<file path="src/rtl/gt_pkt_pkg.sv">
// Shared constants and types for the GT packet generator.
// K-characters, payload mode encodings and FSM states.
package gt_pkt_pkg;

  localparam logic [7:0] K_IDLE = 8'hBC;
  localparam logic [7:0] K_SOP  = 8'hFB;
  localparam logic [7:0] K_EOP  = 8'hFD;
  localparam logic [7:0] D_FILL = 8'h50;

  localparam logic [30:0] PRBS_SEED = 31'h7FFFFFFF;

  typedef enum logic [1:0] {
    MODE_CNT   = 2'd0,
    MODE_PRBS  = 2'd1,
    MODE_FIXED = 2'd2,
    MODE_EXT   = 2'd3
  } mode_e;

  // State names the word currently on gt_tx_*.
  typedef enum logic [1:0] {
    ST_IDLE = 2'd0,
    ST_SOP  = 2'd1,
    ST_DATA = 2'd2,
    ST_EOP  = 2'd3
  } state_e;

endpackage

</file>
<file path="src/rtl/gt_packet_gen_prbs.sv">
// Parallel PRBS31 (x^31+x^28+1), W bits per step, LSB first.
// data shows the next W bits; adv commits them, load reseeds.
module gt_prbs31_par
  import gt_pkt_pkg::*;
#(
  parameter int W = 32
) (
  input  logic         clk,
  input  logic         rst,
  input  logic         load,
  input  logic         adv,
  output logic [W-1:0] data
);

  logic [30:0]  lfsr;
  logic [30:0]  lfsr_nxt;
  logic [W-1:0] bits;

  always_comb begin
    lfsr_nxt = lfsr;
    bits     = '0;
    for (int i = 0; i < W; i++) begin
      bits[i]  = lfsr_nxt[30] ^ lfsr_nxt[27];
      lfsr_nxt = {lfsr_nxt[29:0], bits[i]};
    end
  end

  assign data = bits;

  always_ff @(posedge clk or posedge rst) begin
    if (rst) begin
      lfsr <= PRBS_SEED;
    end else if (load) begin
      lfsr <= PRBS_SEED;
    end else if (adv) begin
      lfsr <= lfsr_nxt;
    end
  end

endmodule

</file>
<file path="src/rtl/gt_packet_gen.sv">
// Packet framer for one 8b/10b GT TX lane: SOP, payload, EOP
// with sequence number and XOR checksum, comma idles in between.
module gt_packet_gen
  import gt_pkt_pkg::*;
#(
  parameter int DATA_BYTES  = 4,
  parameter int LEN_W       = 16,
  parameter int MIN_IDLE    = 4,
  parameter int PRBS_RESEED = 1,
  localparam int DW         = 8 * DATA_BYTES
) (
  input  logic                  tx_clk,
  input  logic                  rst,
  input  logic                  pkt_req,
  input  logic [LEN_W-1:0]      pkt_len,
  input  logic [7:0]            pkt_type,
  input  logic [1:0]            pkt_mode,
  input  logic [DW-1:0]         fixed_word,
  input  logic [DW-1:0]         ext_data,
  output logic                  ext_rd,
  output logic                  pkt_done,
  output logic                  busy,
  output logic [31:0]           pkt_cnt,
  output logic [DW-1:0]         gt_tx_data,
  output logic [DATA_BYTES-1:0] gt_tx_ctrl
);

  localparam int GW = $clog2(MIN_IDLE + 1);
  localparam logic [GW-1:0] GAP_MAX = GW'(MIN_IDLE);
  localparam logic [DATA_BYTES-1:0] K_FLAG = DATA_BYTES'(1);
  localparam logic [DW-1:0] IDLE_W =
    {{(DATA_BYTES-1){D_FILL}}, K_IDLE};

  state_e           state;
  state_e           nxt;
  mode_e            mode_q;
  logic [LEN_W-1:0] len_q;
  logic [LEN_W-1:0] cnt;
  logic [15:0]      seq;
  logic [GW-1:0]    gap;
  logic [DW-1:8]    csum;

  logic             start;
  logic             load_pay;
  logic             load_eop;
  logic             rd_d;
  logic [DW-1:0]    pay;
  logic [DW-1:0]    prbs_w;
  logic [DW-1:0]    sop_w;
  logic [DW-1:0]    eop_w;

  gt_prbs31_par #(
    .W(DW)
  ) u_prbs (
    .clk  (tx_clk),
    .rst  (rst),
    .load (start && (PRBS_RESEED != 0)),
    .adv  (load_pay && mode_q == MODE_PRBS),
    .data (prbs_w)
  );

  assign sop_w = (DW'(seq) << 16)
               | (DW'(pkt_type) << 8)
               | DW'(K_SOP);
  assign eop_w = {csum, K_EOP};

  always_comb begin
    pay = '0;
    unique case (mode_q)
      MODE_CNT:   pay = {DATA_BYTES{cnt[7:0]}};
      MODE_PRBS:  pay = prbs_w;
      MODE_FIXED: pay = fixed_word;
      MODE_EXT:   pay = ext_data;
      default:    pay = '0;
    endcase
  end

  always_comb begin
    nxt      = state;
    start    = 1'b0;
    load_pay = 1'b0;
    load_eop = 1'b0;
    unique case (state)
      ST_IDLE: begin
        if (pkt_req && gap >= GAP_MAX) begin
          nxt   = ST_SOP;
          start = 1'b1;
        end
      end
      ST_SOP: begin
        if (len_q == '0) begin
          nxt      = ST_EOP;
          load_eop = 1'b1;
        end else begin
          nxt      = ST_DATA;
          load_pay = 1'b1;
        end
      end
      ST_DATA: begin
        if (cnt == len_q) begin
          nxt      = ST_EOP;
          load_eop = 1'b1;
        end else begin
          load_pay = 1'b1;
        end
      end
      ST_EOP: nxt = ST_IDLE;
      default: nxt = ST_IDLE;
    endcase
  end

  // ext_rd is registered, so predict whether next cycle loads ext_data.
  always_comb begin
    rd_d = 1'b0;
    if (start) begin
      rd_d = (mode_e'(pkt_mode) == MODE_EXT)
          && (pkt_len != '0);
    end else if (nxt == ST_DATA) begin
      rd_d = (mode_q == MODE_EXT)
          && ((cnt + LEN_W'(1)) != len_q);
    end
  end

  always_ff @(posedge tx_clk or posedge rst) begin
    if (rst) begin
      state <= ST_IDLE;
    end else begin
      state <= nxt;
    end
  end

  always_ff @(posedge tx_clk or posedge rst) begin
    if (rst) begin
      gt_tx_data <= IDLE_W;
      gt_tx_ctrl <= K_FLAG;
      ext_rd     <= 1'b0;
      pkt_done   <= 1'b0;
      busy       <= 1'b0;
      pkt_cnt    <= '0;
      seq        <= '0;
      gap        <= GAP_MAX;
      len_q      <= '0;
      mode_q     <= MODE_CNT;
      cnt        <= '0;
      csum       <= '0;
    end else begin
      busy     <= (nxt != ST_IDLE);
      ext_rd   <= rd_d;
      pkt_done <= (state == ST_EOP);
      if (state == ST_EOP) begin
        pkt_cnt <= pkt_cnt + 32'd1;
        seq     <= seq + 16'd1;
      end
      if (start) begin
        len_q      <= pkt_len;
        mode_q     <= mode_e'(pkt_mode);
        cnt        <= '0;
        csum       <= '0;
        gt_tx_data <= sop_w;
        gt_tx_ctrl <= K_FLAG;
      end else if (load_pay) begin
        cnt        <= cnt + LEN_W'(1);
        csum       <= csum ^ pay[DW-1:8];
        gt_tx_data <= pay;
        gt_tx_ctrl <= '0;
      end else if (load_eop) begin
        gap        <= '0;
        gt_tx_data <= eop_w;
        gt_tx_ctrl <= K_FLAG;
      end else begin
        if (gap != GAP_MAX) begin
          gap <= gap + GW'(1);
        end
        gt_tx_data <= IDLE_W;
        gt_tx_ctrl <= K_FLAG;
      end
    end
  end

endmodule

</file>
<file path="config.mk">
export PLATFORM = sky130hd
export DESIGN_NAME = gt_packet_gen
export DESIGN_NICKNAME = d
export VERILOG_FILES = /design/src/rtl/gt_pkt_pkg.sv /design/src/rtl/gt_packet_gen_prbs.sv /design/src/rtl/gt_packet_gen.sv
export SDC_FILE = /design/constraint.sdc
export NUM_CORES = 1
export LEC_CHECK = 0
export CORE_MARGIN = 5
export CORE_UTILIZATION = 54
export CTS_CLUSTER_SIZE = 10
export DETAILED_ROUTE_END_ITERATION = 16
export PLACE_DENSITY = 0.84
export SETUP_SLACK_MARGIN = 0.3
export SKIP_LAST_GASP = 1
export SYNTH_ARGS = -nofsm -noshare
export SYNTH_HDL_FRONTEND = slang
export SYNTH_HIERARCHICAL = 1
export SYNTH_SLANG_ARGS = --single-unit
</file>
<file path="constraint.sdc">
create_clock -name tx_clk -period 6.33 [get_ports tx_clk]
set_input_delay 0.9495 -clock tx_clk [delete_from_list [all_inputs] [get_ports tx_clk]]
set_output_delay 0.9495 -clock tx_clk [all_outputs]
set_load 0.1 [all_outputs]
</file>
==> results.md <==
Timing:
- For the pin with the worst max-slew slack, the measured transition is between 1 and 1.5 ns.
- Setup repair after global routing left no endpoint under its margin.
- The final worst clock skew is between 0.01 and 0.015 ns.
- Setup violations remaining at the end of the flow were counted as 0.
- The number of hold-slack violations in the final timing report is 0.
- The maximum clock frequency is between 200 and 300 MHz.
- Adding up every negative setup slack in the final design gives 0 ns.
- In the finished design, the share of the clock period the worst path needs comes to 59.49%.
- The minimum clock period after layout is about 3.8 ns.
- The relative max-transition margin is between 20% and 30%.
- The number of max-slew violations in the final report came to 0.

Power and ir drop:
- The part of the total power dissipated in the clock network is a little under a fifth.
- The total net switching power is ~2700 uW.
- The design internal power is roughly 3500 uW.
- The switching part of the total is a little over two fifths.
- Combinational cells account for ~50% of the total power.
- The leakage component of the power is 0.004987 uW.
- The peak supply drop is ~0.00026 V.
- In this run the power density over the cells is around 520 nW/um^2.
- The proportion of power drawn by flip-flops and latches is around a third.

Clock network:
- The insertion delay of the later-clocked pin in the worst-skew pair is around 0.43 ns.
- The sink count of the clock tree is between 150 and 200.
- The number of hold buffers added after CTS is 0.
- The clock tree synthesis step divided the H-tree into 4 levels.
- The clock-pin slew on the worst setup and hold paths is around 0.06 ns.
- The root buffer cell is sky130_fd_sc_hd__clkbuf_16.
- TritonCTS built the clock tree.
- The maximum number of buffers from clock root to sink is 2.
- The number of clock buffers added by TritonCTS is 17.
- The post-cts repair resize count is 0.
- The count of buffers added by post-CTS timing repair for setup is 0.

Yosys:
- The post-synth design cell area is 9593 sq um.
- The average cell area after synthesis is around 10 sq um.
- Summing the sequential cell areas from Yosys gives 47.01% of the chip area.
- For this run, asynchronously set or reset flops after synthesis account for 100.0%.
- Counting flops with a built-in enable in the synthesized netlist gives 0.
- The number of unique standard cell types used by synthesis is 57.
- The number of synthesized register bits is 178.
- The warning count from the yosys run is 6.
- The most common flop cell mapped by yosys is sky130_fd_sc_hd__dfrtp_1.
- The cell count after synthesis is 928.

Global route:
- The first global-routing pass estimated 39200 um of wire.
- The number of global-route vias before repair came to between 7000 and 8000.
- The pin count of the biggest net entering global routing is 96.
- The sum of overflow across all layers after global routing is 0.
- The total routing usage reported by global routing is approximately 24%.
- The number of antenna violations at the first check in global routing is 0.

Finish:
- The layout cell share with drive strength beyond 1 is around 13%.
- The number of inserted diodes is 0.
- The final layout contains about 1200 nets.
- The area growth from synthesis to layout is 23.97%.
- The filler-free cell count of the finished design is around 1300.
- The final design area excluding fillers is around 12000 sq um.

Run:
- Max-cap violations in this run came to 0.

Setup path:
- The cell with the biggest individual delay on the critical path is sky130_fd_sc_hd__clkinv_2.
- The worst setup path is launched from a primary input.
- Among the stages of the critical path, the cell type that occurs most often is sky130_fd_sc_hd__nand4_1.
- The kind of cell with the highest combined delay along the critical path is buffers and inverters.
- The start point of the critical path is pkt_req.
- Together, buffers and inverters on the worst path number 3.
- The worst register-to-register path begins at state[0].
- The required time of the critical path is 6.63 ns.
- The signal on the critical path passes through clkdlybuf4s50_1, nand3_1, buf_4, clkinv_2, nand4_1, nand4_1, or4_1, o41a_1.
- The maximum fanout encountered on the critical timing path is 59.
- The worst setup path is of the primary input to flop kind.
- In this design, the stage delay of the slowest critical-path cell is ~0.76 ns.
- STA classifies the critical path endpoint as a flop.
- The data arrival time of the critical path is roughly 4.1 ns.

Placed design:
- The number of cells after detailed placement is around 1300.
- Routability-driven placement finished with a final weighted congestion of between 0.9 and 1.
- During placement, the flow inserted port buffers numbering 160.
- The wire-length estimate of the detail-placed layout is between 15000 and 20000 um.
- The placed instances occupy a cell area of approximately 11000 sq um.

Drt:
- Summed over all layers, the routed wires come to 24280 um.
- After detailed routing, the number of remaining DRC violations is 0.
- The detailed router finished its first iteration with 552 violations.
- The first TritonRoute pass finished after 5 iterations.
- The total number of vias is 7576.
- The number of antenna-violating nets in the routed design is 0.
- The average detailed-routed wire length per instance is about 19 um.
- Dividing the detail-routed via count by the number of cells gives 5.864.

Die:
- Measured along the y axis, the die boundary spans 143.3 um.
- The die width is about 140 um.
- The total die area is between 20000 and 25000 sq um.
- The number of top-level design ports is 164.
- The floorplan step defined a core boundary enclosing about 17000 sq um.
- The initial cell density of the core is 55.27%.
- Row generation in the floorplan step produced 48 rows.

Hold path:
- The worst hold path begins at pkt_cnt[31].
- The tightest min-delay check is of the flop to flop type.

Outcome:
- The flow ran to the end, and the final reports show no timing, DRC or antenna violations.
[power groups by stage]
stage               clock network (uW)  registers [uW]  logic (uW)
global route                      1180            2000        3320
floorplan                            0            2430        1860
CTS                               1130            1950        3080
detailed placement                   0            1970        3050
global placement                     0            1960        2970
finish                            1110            1960        3090
[synth_stat cells (all sizes together) (7+ instances only)]
library cell  count  area (sq um)
a211o            31         271.5
o31ai             7         52.55
nor2b            33         206.5
a21oi            39         195.2
o211ai           10         75.07
or3               7         43.79
or4               7         56.30
ha               10         125.1
nand3            51         267.8
and3             11         73.82
nor2             75         281.5
clkbuf           35         131.4
nor4             13         81.33
nand4            17         112.6
inv              15         56.30
dfrtp           134          3353
xor2             56         490.5
nand2           115         431.7
o21ai            28         143.9
mux4             32         735.7
dfstp            44          1156
nor3             15         91.34
xnor2            68         595.6
buf              30         171.4
[metrics by stage]
stage	utilization (%)	total power, uW	hold WS [ns]	setup WS (ns)
finish	68.52	6160	0.4816	2.565
global route	68.52	6493	0.5182	2.403
CTS	68.52	6159	0.4841	2.620
detailed placement	64.92	5017	0.4688	2.175
global placement	64.92	4924	0.4619	2.244
floorplan	-	4292	0.4453	1.451
[layout make-up]
class | instances | area, sq um
inverters | 16 | 66.31
repair buffers | 170 | 1677
flip-flops and latches | 178 | 4511
fillers | 1311 | 5464
multi-input cells | 671 | 4733
clock buffers | 20 | 446.7
clock inverters | 12 | 177.7
well taps | 225 | 281.5
[metal layers]
metal	GRT usage, %	part of all wire [%]
met3	6.095	7.7
met2	38.43	48
met4	7.582	2.4
met1	33.38	42
met5	0	0
[state kept, by name, indices dropped and copies added (netlist names)]
signal	count
busy	1
len_q	16
pkt_cnt	32
gt_tx_data	32
seq	16
csum	24
ext_rd	1
state	2
u_prbs/lfsr	31
mode_q	2
gap	3
gt_tx_ctrl	1
cnt	16
pkt_done	1
[worst reg2reg max path, stage by stage, from the launching register on]
cell and delay [ns]:
sky130_fd_sc_hd__dfrtp_1 0.40, sky130_fd_sc_hd__inv_1 0.11, sky130_fd_sc_hd__ha_1 0.21, sky130_fd_sc_hd__nand3_1 0.08, sky130_fd_sc_hd__buf_4 0.42, sky130_fd_sc_hd__clkinv_2 0.78, sky130_fd_sc_hd__nand4_1 0.42, sky130_fd_sc_hd__nand4_1 0.11
sky130_fd_sc_hd__or4_1 0.52, sky130_fd_sc_hd__o41a_1 0.37
[path summary, 6_finish.rpt]
path                            slack (ns)  depth (start not counted)           to
worst max-delay path                  2.56                          8       ext_rd
max in group asynchronous             4.01                          3       gap[1]
worst min-delay path                  0.48                          1  pkt_cnt[31]
worst max register to register        2.80                          9       ext_rd
worst min register to register        0.48                          1  pkt_cnt[31]
min in group asynchronous             1.13                          2     csum[10]
[logic make-up (layout without fill, tap and decap cells)]
logic type	count (synthesis)	count (layout)	share of synthesized area, %
AOI/OAI and AO/OA	139	139	9.587
xor gates and xnor gates	127	127	12.10
adders and majority gates	10	10	1.304
buffers and inverters	81	218	3.782
DFF	178	178	47.01
muxes	35	35	8.008
other	1	3	0.03909
and+or+nand+nor	357	357	18.17
[placed cells by master (no fill, tap or decap), drive strengths merged, types with 4 or more instances in the layout]
cell,instances
a211o,31
a211oi,4
a21oi,39
a31o,4
a31oi,4
and3,11
buf,10
bufinv,4
clkbuf,20
clkdlybuf4s50,160
clkinv,4
dfrtp,134
dfstp,44
ha,10
inv,19
mux4,32
nand2,115
nand3,51
nand4,17
nor2,75
nor2b,33
nor3,15
nor4,13
o211ai,10
o21ai,28
o22ai,6
o31ai,7
or3,7
or4,7
xnor2,68
xor2,56
No activity file was read; power rests on OpenSTA's default activity.
